<file path="src/rtl/packet_serial_tx_if.sv">
// Link between the payload FIFO read port, the serial line and the packet transmitter.
// The master modport is the transmitter; the slave modport is the FIFO/line side.
interface packet_serial_tx_if;
  logic       hdr_sel;
  logic       fifo_empty;
  logic [7:0] fifo_rdata;
  logic       fifo_rd;
  logic       serial_data;
  logic       data_ena;
  logic       busy;
  logic       pkt_done;

  modport master (
    input  hdr_sel, fifo_empty, fifo_rdata,
    output fifo_rd, serial_data, data_ena, busy, pkt_done
  );

  modport slave (
    output hdr_sel, fifo_empty, fifo_rdata,
    input  fifo_rd, serial_data, data_ena, busy, pkt_done
  );
endinterface

</file>
<file path="src/rtl/packet_serial_tx.sv">
// Serial packet transmitter: one header byte, then BYTES_PER_PKT payload bytes popped
// from the FIFO, each sent MSB first during an 8-cycle data_ena burst.
module packet_serial_tx #(
  parameter logic [7:0] HDR_A         = 8'hA5,
  parameter logic [7:0] HDR_B         = 8'hC3,
  parameter int         BYTES_PER_PKT = 4,
  parameter int         GAP_CYCLES    = 2
) (
  input  logic                 clk_50,
  input  logic                 reset_n,
  packet_serial_tx_if.master   link
);

  localparam int BCW = $clog2(BYTES_PER_PKT + 1);
  localparam int GCW = $clog2(GAP_CYCLES + 1);
  localparam logic [BCW-1:0] LAST_BYTE = BCW'(BYTES_PER_PKT);
  localparam logic [GCW-1:0] GAP_LOAD  = GCW'(GAP_CYCLES - 1);

  localparam logic [2:0] ST_IDLE     = 3'd0;
  localparam logic [2:0] ST_HDR_LOAD = 3'd1;
  localparam logic [2:0] ST_SHIFT    = 3'd2;
  localparam logic [2:0] ST_GAP      = 3'd3;
  localparam logic [2:0] ST_FETCH    = 3'd4;
  localparam logic [2:0] ST_RDWAIT   = 3'd5;
  localparam logic [2:0] ST_DONE     = 3'd6;

  logic [2:0]     state_r;
  logic [7:0]     hdr_r;
  logic [7:0]     shreg_r;
  logic [2:0]     bitcnt_r;
  logic [BCW-1:0] bytecnt_r;
  logic [GCW-1:0] gapcnt_r;

  logic fifo_rd_s;
  logic serial_data_s;
  logic data_ena_s;
  logic busy_s;
  logic pkt_done_s;

  // Packet sequencing: header latch, shift register, bit/byte/gap counters.
  always_ff @(posedge clk_50) begin
    if (!reset_n) begin
      state_r   <= ST_IDLE;
      hdr_r     <= 8'h00;
      shreg_r   <= 8'h00;
      bitcnt_r  <= 3'd0;
      bytecnt_r <= {BCW{1'b0}};
      gapcnt_r  <= {GCW{1'b0}};
    end else begin
      case (state_r)
        ST_IDLE: begin
          if (!link.fifo_empty) begin
            hdr_r   <= link.hdr_sel ? HDR_B : HDR_A;
            state_r <= ST_HDR_LOAD;
          end
        end
        ST_HDR_LOAD: begin
          shreg_r   <= hdr_r;
          bitcnt_r  <= 3'd0;
          bytecnt_r <= {BCW{1'b0}};
          state_r   <= ST_SHIFT;
        end
        ST_SHIFT: begin
          shreg_r  <= {shreg_r[6:0], 1'b0};
          bitcnt_r <= bitcnt_r + 3'd1;
          if (bitcnt_r == 3'd7) begin
            gapcnt_r <= GAP_LOAD;
            state_r  <= ST_GAP;
          end
        end
        ST_GAP: begin
          if (gapcnt_r == {GCW{1'b0}}) begin
            state_r <= (bytecnt_r == LAST_BYTE) ? ST_DONE : ST_FETCH;
          end else begin
            gapcnt_r <= gapcnt_r - GCW'(1'b1);
          end
        end
        ST_FETCH: begin
          // An empty FIFO here is an underflow stall: the gap simply stretches.
          if (!link.fifo_empty) begin
            state_r <= ST_RDWAIT;
          end
        end
        ST_RDWAIT: begin
          shreg_r   <= link.fifo_rdata;
          bytecnt_r <= bytecnt_r + BCW'(1'b1);
          bitcnt_r  <= 3'd0;
          state_r   <= ST_SHIFT;
        end
        ST_DONE: begin
          state_r <= ST_IDLE;
        end
        default: begin
          state_r <= ST_IDLE;
        end
      endcase
    end
  end

  // Output decode from state and shift register; only fifo_rd looks at an input.
  always_comb begin
    fifo_rd_s     = 1'b0;
    serial_data_s = 1'b0;
    data_ena_s    = 1'b0;
    busy_s        = 1'b0;
    pkt_done_s    = 1'b0;
    case (state_r)
      ST_IDLE: begin
        busy_s = 1'b0;
      end
      ST_HDR_LOAD, ST_GAP, ST_RDWAIT: begin
        busy_s = 1'b1;
      end
      ST_SHIFT: begin
        busy_s        = 1'b1;
        data_ena_s    = 1'b1;
        serial_data_s = shreg_r[7];
      end
      ST_FETCH: begin
        busy_s    = 1'b1;
        fifo_rd_s = !link.fifo_empty;
      end
      ST_DONE: begin
        pkt_done_s = 1'b1;
      end
      default: begin
        busy_s = 1'b0;
      end
    endcase
  end

  assign link.fifo_rd     = fifo_rd_s;
  assign link.serial_data = serial_data_s;
  assign link.data_ena    = data_ena_s;
  assign link.busy        = busy_s;
  assign link.pkt_done    = pkt_done_s;

endmodule
</file>
<file path="src/flat_wrapper.sv">
// flat-port wrapper written by rule: the top's interface ports become plain ports
module packet_serial_tx_flat 
#(
  parameter logic [7:0] HDR_A         = 8'hA5,
  parameter logic [7:0] HDR_B         = 8'hC3,
  parameter int         BYTES_PER_PKT = 4,
  parameter int         GAP_CYCLES    = 2
)
  (clk_50, reset_n, link_hdr_sel, link_fifo_empty, link_fifo_rdata, link_fifo_rd, link_serial_data, link_data_ena, link_busy, link_pkt_done);
  packet_serial_tx_if link_i ();
  input  logic clk_50;
  input  logic reset_n;
  input wire logic [$bits(link_i.hdr_sel)-1:0] link_hdr_sel;
  input wire logic [$bits(link_i.fifo_empty)-1:0] link_fifo_empty;
  input wire logic [$bits(link_i.fifo_rdata)-1:0] link_fifo_rdata;
  output wire logic [$bits(link_i.fifo_rd)-1:0] link_fifo_rd;
  output wire logic [$bits(link_i.serial_data)-1:0] link_serial_data;
  output wire logic [$bits(link_i.data_ena)-1:0] link_data_ena;
  output wire logic [$bits(link_i.busy)-1:0] link_busy;
  output wire logic [$bits(link_i.pkt_done)-1:0] link_pkt_done;
  assign link_i.hdr_sel = link_hdr_sel;
  assign link_i.fifo_empty = link_fifo_empty;
  assign link_i.fifo_rdata = link_fifo_rdata;
  assign link_fifo_rd = link_i.fifo_rd;
  assign link_serial_data = link_i.serial_data;
  assign link_data_ena = link_i.data_ena;
  assign link_busy = link_i.busy;
  assign link_pkt_done = link_i.pkt_done;
  packet_serial_tx #(.HDR_A(HDR_A), .HDR_B(HDR_B), .BYTES_PER_PKT(BYTES_PER_PKT), .GAP_CYCLES(GAP_CYCLES)) u_core (.clk_50(clk_50), .reset_n(reset_n), .link(link_i));
endmodule
</file>
<file path="config.mk">
export PLATFORM = sky130hd
export DESIGN_NAME = packet_serial_tx_flat
export DESIGN_NICKNAME = d
export VERILOG_FILES = /design/src/rtl/packet_serial_tx_if.sv /design/src/rtl/packet_serial_tx.sv /design/src/flat_wrapper.sv
export SDC_FILE = /design/constraint.sdc
export NUM_CORES = 1
export LEC_CHECK = 0
export ABC_CLOCK_PERIOD_IN_PS = 2100
export BUFFER_PORTS_ARGS = -buffer_cell sky130_fd_sc_hd__buf_2
export CAP_MARGIN = 20
export CORE_MARGIN = 8
export CORE_UTILIZATION = 35
export DETAILED_ROUTE_END_ITERATION = 12
export GPL_ROUTABILITY_DRIVEN = 0
export HOLD_SLACK_MARGIN = 0.15
export RECOVER_POWER = 100
export SYNTH_ARGS = -nofsm -noshare
export SYNTH_HDL_FRONTEND = slang
export SYNTH_SLANG_ARGS = --single-unit
</file>
<file path="constraint.sdc">
create_clock -name clk_50 -period 2.1 [get_ports clk_50]
set_clock_uncertainty 0.1 [all_clocks]
set_input_delay 0.42 -clock clk_50 [delete_from_list [all_inputs] [get_ports clk_50]]
set_output_delay 0.42 -clock clk_50 [all_outputs]
set_load 0.02 [all_outputs]
</file>
==> summary.md, run 1 <==
| Metric | Value |
|---|---|
| Routed WL per cell | 14.3 um |
| Gr usage total | 0.117 |
| Die ar. | about 0.0055 mm2 |
| First-pass GRT wire length | 4980 um |
| Share of layout cells above drive strength 1 | 0.191 |
| Port bufs | 16 |
| Met3 usage | 0.0464 |
| Clk Latency, worst-skew pair | between 300 and 400 ps |
| Fmax | 514 MHz |
| WS Path Type | reg -> out |
| Fin Setup TNS | 0 ps |
| Minimum clock period | 1940 ps |
| Endpoints failing hold | 0 |
| Vias | 1,107 |
| Synth warn | 0 |
| Slew Viols, Final | 0 |
| Peak supply drop | 0.387 mV |
| Worst Setup Start Kind | flip-flop |
| # rows | 21 |
| Crit. End Element | output pin |
| Core box area | 0.00328 mm2 |
| Initial antenna violation count | 0 |
| Slew headroom | 0.457 |
| Overflow after GRT | 0 |
| P&R area growth vs syn | 14.1% |
| Synth top area share | 0.375 |
| Post-Syn Nets | 156 |
| Clk root buf | clkbuf_4 |
| Post-route cell area | 0.00134 mm2 |
| Die Ht | 73.9 um |
| GR Util met1 | 0.142 |
| Vias in the first global route | 1,052 |
| Max Buffers Root-to-Sink | 2 |
| Unrepaired setup endpoints after global routing | no |
| Largest net degree at the start of global routing | 18 |
| Final net count | 175 |
| Vias/cell | between 5 and 6 |
| Starting DRC count in detailed routing | 40 |
| Critical Path RT | 1580 ps |
| GR Layer Usage met2 | 0.182 |
| Cell taking the most area after synthesis | dfxtp_1 |
| Antenna cell count | 0 |
| Hold Path Class | in -> reg |
| DR pass1 iterations | 4 |
| Tightest Pin Transition | 806 ps |
| Die width | between 70 and 80 um |
| Synth Cell Area | 0.00117 mm2 |
| DR DRC count | 0 |
| Hold slack | roughly 300 ps |
| Most crowded layer after global routing | met2 |
| Tcrit/Tclk final | 0.926 |
| Result of the run | finished clean |
| Initial Utilization | 0.357 |
| Synth cell types | 37 |
| Post-DRT Antenna Nets | 0 |
| H-tree levels | 1 |
| Ranking of synthesized cells by area | dfxtp_1 38%, a221oi_1 6.0%, ha_1 5.3%, o21ai_0 4.3%, a21oi_1 3.8% |
| CTS tree | built |
| Lkg Pwr | 0.523 nW |
| TritonCTS Buffers | 3 |
| Cell count after synthesis | 139 |
| Power per Cell Area | 722 mW/mm2 |
| Sequential area share after synthesis | 0.375 |
| Clock transition at path regs | 120 ps |
| Critical Path AT | 1420 ps |
| Crit Path Max Fanout | 13 |
| Clk sink count | 22 |
| DP Area | 0.00130 mm2 |
| Wirelength, routed | 2910 um |
| Synthesis-stage register bit count | 22 |
| Final Power | 0.967 mW |
| Max-cap violation count | 0 |
| Boundary pin count | 17 |
| Syn Area/Cell | 8.44 um2 |
| Hpwl dp | 2130 um |
| Number of fill cells | 370 |
| Setup violators final | 0 |
-- power by group --
| part | switching [mW] | leakage, nW | internal (mW) | total (mW) |
|---|---|---|---|---|
| logic | 0.0880 | 0.314 | 0.0699 | 0.158 |
| clock network | 0.138 | 0.0279 | 0.193 | 0.331 |
| registers | 0.0306 | 0.181 | 0.447 | 0.478 |
-- Yosys cell counts, drive strengths merged --
cell type   n
a211oi      1
a21oi       9
a221oi      8
a22oi       2
a31o        1
a31oi       3
a32oi       1
and2b       1
and3        3
and4bb      1
buf         6
clkbuf      3
dfxtp      22
ha          5
inv         9
mux2i       2
nand2       6
nand2b      2
nand3       9
nand3b      2
nor2       13
nor2b       4
nor3        3
nor4        2
o21a        1
o21ai      11
o22ai       5
o32ai       2
or2b        1
or4         1
-- flip-flops by register name, summed over array words and instances, names as in the netlist --
register	flops
u_core.shreg_r	8
u_core.bitcnt_r	3
u_core.hdr_r	3
u_core.bytecnt_r	3
u_core.state_r	3
u_core.gapcnt_r	2
-- metal layers --
metal / share of wire / vias to the layer above
li1: - / 548
met1: 0.45 / 522
met2: 0.46 / 33
met3: 0.074 / 4
met4: 0.012 / 0
met5: 0 / -
-- placed cells by master (no fill, tap or decap) --
master / count
bufinv_16: 1
buf_2: 12
a32oi_1: 1
nand2b_2: 1
a211oi_1: 1
dfxtp_1: 20
nand3_1: 9
inv_1: 9
o22ai_1: 5
nor2_1: 13
nand2b_1: 1
o21a_1: 1
nor4_1: 2
buf_4: 5
ha_1: 5
a22oi_1: 2
o21ai_1: 1
clkbuf_2: 4
and2b_1: 1
nor3_1: 3
o32ai_1: 2
a221oi_1: 8
nand2_1: 6
dlygate4sd3_1: 1
nand3b_1: 2
or4_1: 1
clkbuf_1: 1
a31oi_1: 3
and3_1: 3
a31o_2: 1
o21ai_0: 10
or2b_1: 1
mux2i_1: 2
a21oi_1: 9
nor2b_1: 4
dfxtp_2: 2
and4bb_2: 1
clkbuf_4: 3
-- worst max-delay path, cell delays in order, from the launching register on --
cell and delay [ps]:
dfxtp_1 580, nor2_1 170, and3_1 210, clkbuf_2 150
-- final cells by class --
class	count	area (um2)	area share
Tap cell	46	57.6	0.0430
Multi-Input combinational cell	99	621	0.464
Clock inverter	1	30.0	0.0224
Inverter	9	33.8	0.0252
Sequential cell	22	443	0.331
Clock buffer	3	22.5	0.0168
Timing Repair Buffer	23	131	0.0981
-- timing repair --
action / in CTS / in global routing
gates resized for setup: 2 / 1
setup buffers: 0 / 0
hold endpoints to repair: 0 / 1
endpoints found under the setup margin: 2 / 1
pin swaps: 0 / 0
hold buffers: 0 / 1
-- path summary, 6_finish.rpt --
kind,slack [ps],depth (start not counted),to,start
worst max-delay path,160,3,link_serial_data,u_core.state_r[0]
worst min-delay path,290,3,u_core.shreg_r[4],link_fifo_rdata[4]
worst max register to register,330,5,u_core.shreg_r[5],u_core.state_r[0]
worst min register to register,370,2,u_core.gapcnt_r[1],u_core.gapcnt_r[1]
-- cells by family (layout without fill, tap and decap cells) --
kind of cell | count (synthesis) | count (layout) | share of synthesized area
buf+inv | 18 | 36 | 0.0768
simple gates | 48 | 48 | 0.235
mux | 2 | 2 | 0.0171
flops | 22 | 22 | 0.375
fa+ha+maj | 5 | 5 | 0.0533
compound gates | 44 | 44 | 0.243
-- stage by stage --
stage               utilization  setup WS (ps)  cells
floorplan                     -            217    139
global placement          0.396            309    198
detailed placement        0.396            243    198
CTS                       0.413           83.4    202
global route              0.408           49.1    203
finish                    0.408            156    203
(Power assumes the default switching activity.)
==> run 2, diff against run 1 <==
Settings changed: CELL_PAD_IN_SITES_DETAIL_PLACEMENT from default to 1, CELL_PAD_IN_SITES_GLOBAL_PLACEMENT from default to 1, PLACE_DENSITY_LB_ADDON from default to 0.1.
==> run 2 against run 1 <==
- hold slack got worse by 110 ps
- count of clock-buffer cells in the layout increased by 1
- sequential share of layout area increased by 0.70 points
- global-route usage increased by 0.99 points
- critical path depth unchanged
- critical endpoint is now link_fifo_rd
- non-clock buffer count decreased by 2
- utilization decreased by 0.95 points
==> summary.md, run 2 (synthesized netlist as in run 1, its figures left out) <==
| Metric | Value |
|---|---|
| Result of the run | finished clean |
| Worst Setup Start Kind | flip-flop |
| Crit Path Max Fanout | 8 (-5) |
| Fin Setup TNS | 0 ps (unchanged) |
| Slowest Stage Delay on Critical Path | 450 ps (-130 ps) |
| Die width | 73.9 um (unchanged) |
| Port bufs | 16 (unchanged) |
| Share of layout cells above drive strength 1 | 0.174 (-0.0169) |
| Most crowded layer after global routing | met2 |
| Worst path cell trace | inv_1, nor4_1, clkbuf_2 |
| Commonest non-fill, non-tap cell in the layout | dfxtp_1 |
| Power per Cell Area | 676 mW/mm2 (-6.4%) |
| Number of fill cells | 420 (+14%) |
| Lkg Pwr | 0.498 nW (-4.7%) |
| DR pass1 iterations | 4 (unchanged) |
| Multi-input gate area | 628 um2 (+1.2%) |
| Die ar. | 0.00546 mm2 (unchanged) |
| Flip-flop and latch area | 442 um2 (-0.28%) |
| DR DRC count | 0 (unchanged) |
| H-tree levels | 1 (unchanged) |
| Die Ht | 73.9 um (unchanged) |
| Slew Viols, Final | 0 (unchanged) |
| Max FFs per register | 8 (unchanged) |
| P&R area growth vs syn | 11.4% |
| Post-DRT Antenna Nets | 0 (unchanged) |
| Minimum clock period | 1980 ps (+39.1 ps) |
| CP max stage cell | dfxtp_1 |
| Core box area | 0.00328 mm2 (unchanged) |
| Max Buffers Root-to-Sink | 2 (unchanged) |
| Boundary pin count | 17 (unchanged) |
| Clock transition at path regs | 130 ps (about the same) |
| Largest net degree at the start of global routing | 25 (+7) |
| Slew headroom | 0.497 (+0.0393) |
| Setup slack after layout | 117 ps (-39.1 ps) |
| Peak supply drop | 0.350 mV (-9.5%) |
| GR Layer Usage met2 | 0.220 (+0.0381) |
| Overflow after GRT | 0 (unchanged) |
| Clk Latency, worst-skew pair | 310 ps (about the same) |
| Clk sink count | 22 (unchanged) |
| # rows | 21 (unchanged) |
| Tightest Pin Transition | 748 ps (-58.4 ps) |
| TritonCTS Buffers | 3 (unchanged) |
| Critical Path AT | 1460 ps (+40 ps) |
| Hold slack | 185 ps (-107 ps) |
| Critical Path RT | 1580 ps (about the same) |
| Hold Path Class | in -> reg |
| Setup violators final | 0 (unchanged) |
| Clk root buf | clkbuf_4 |
| Endpoints failing hold | 0 (unchanged) |
| Starting DRC count in detailed routing | 36 (-10%) |
| Commonest non-fill, non-tap cells in the layout | 21 x dfxtp_1, 12 x nor2_1, 11 x buf_2 |
| Max-cap violation count | 0 (unchanged) |
| CTS tree | built |
| Antenna cell count | 0 (unchanged) |
| GR Util met1 | 0.154 (+0.0124) |
| Fmax | 504 MHz (-2.0%) |
| Met3 usage | 0.0246 (-0.0218) |
| Tcrit/Tclk final | 0.944 (+0.0186) |
| Hpwl dp | 2390 um (+12%) |
| Dpl ws | 361 ps (+118 ps) |
| Unrepaired setup endpoints after global routing | no |
| Vias | 1,092 (-1.4%) |
| Routed WL per cell | 15.9 um (+11%) |
| Filler-free cell count of the finished design | 201 (-0.99%) |
| Vias in the first global route | 1,221 (+16%) |
| Initial antenna violation count | 0 (unchanged) |
| Final net count | 173 (-1.1%) |
| WS Path Type | reg -> out |
| # Post-CTS Setup Buffers | 0 (unchanged) |
| Vias/cell | 5.43 (-0.37%) |
| Crit. End Element | output pin |
| First-pass GRT wire length | 5530 um (+11%) |
| Placed cell count | 197 (-0.51%) |
| Wirelength, routed | 3200 um (+10%) |
| Initial Utilization | 0.357 (unchanged) |
| Most flops, register | u_core.shreg_r |
| Gr usage total | 0.127 (+0.00994) |
-- run 2: changes by cell type in the layout (fill, tap and decap cells not counted), sizes merged --
cell / previous run / this run
buf: 17 / 15
clkbuf: 8 / 10
bufinv: 1 / 0
dlygate4sd3: 1 / 0
-- run 2: per-layer routing --
metal / up-vias / routed length (um)
met5: - / 0
met4: 0 / 22
met3: 2 / 90
met2: 14 / 1550
met1: 535 / 1540
li1: 541 / -
-- run 2: power by group --
group | internal [mW] | leakage, nW | total (mW) | switching (mW)
sequential | 0.447 | 0.180 | 0.473 | 0.0260
clock | 0.106 | 0.0210 | 0.244 | 0.138
combinational | 0.0680 | 0.297 | 0.167 | 0.0988
-- run 2: metrics by stage --
step,instance area [um2],utilization,power (mW)
after floorplan,1170,-,0.602
after global placement,1290,0.394,0.649
after detailed placement,1290,0.394,0.657
after CTS,1330,0.405,0.899
after global routing,1310,0.398,0.931
final,1310,0.398,0.884
-- run 2: worst paths after layout --
path / from / to / slack (ps) / depth (start not counted)
max reg2reg: u_core.state_r[2] / u_core.hdr_r[6] / 280 / 4
min reg2reg: u_core.gapcnt_r[1] / u_core.gapcnt_r[1] / 380 / 2
max: u_core.state_r[2] / link_fifo_rd / 120 / 3
min: link_hdr_sel / u_core.hdr_r[5] / 190 / 2
-- run 2: area by class of cell --
| cell class | instances | area share |
|---|---|---|
| flip-flops and latches | 22 | 0.338 |
| clock buffers | 4 | 0.0278 |
| inverters | 9 | 0.0258 |
| multi-input cells | 99 | 0.480 |
| well taps | 46 | 0.0440 |
| repair buffers | 21 | 0.0842 |
-- run 2: worst max-delay path, delay by kind of cell, from the launching register on --
kind                   cells  cell delay [ps]
and+or+nand+nor            1              310
DFF                        1              450
buffers and inverters      2              410
-- run 2: timing repair --
| action | 4_1_cts | 5_1_grt |
|---|---|---|
| resized for setup | 0 | 1 |
| setup endpoints to repair | 0 | 2 |
| hold buffers | 0 | 0 |
| hold endpoints to repair | 0 | 0 |
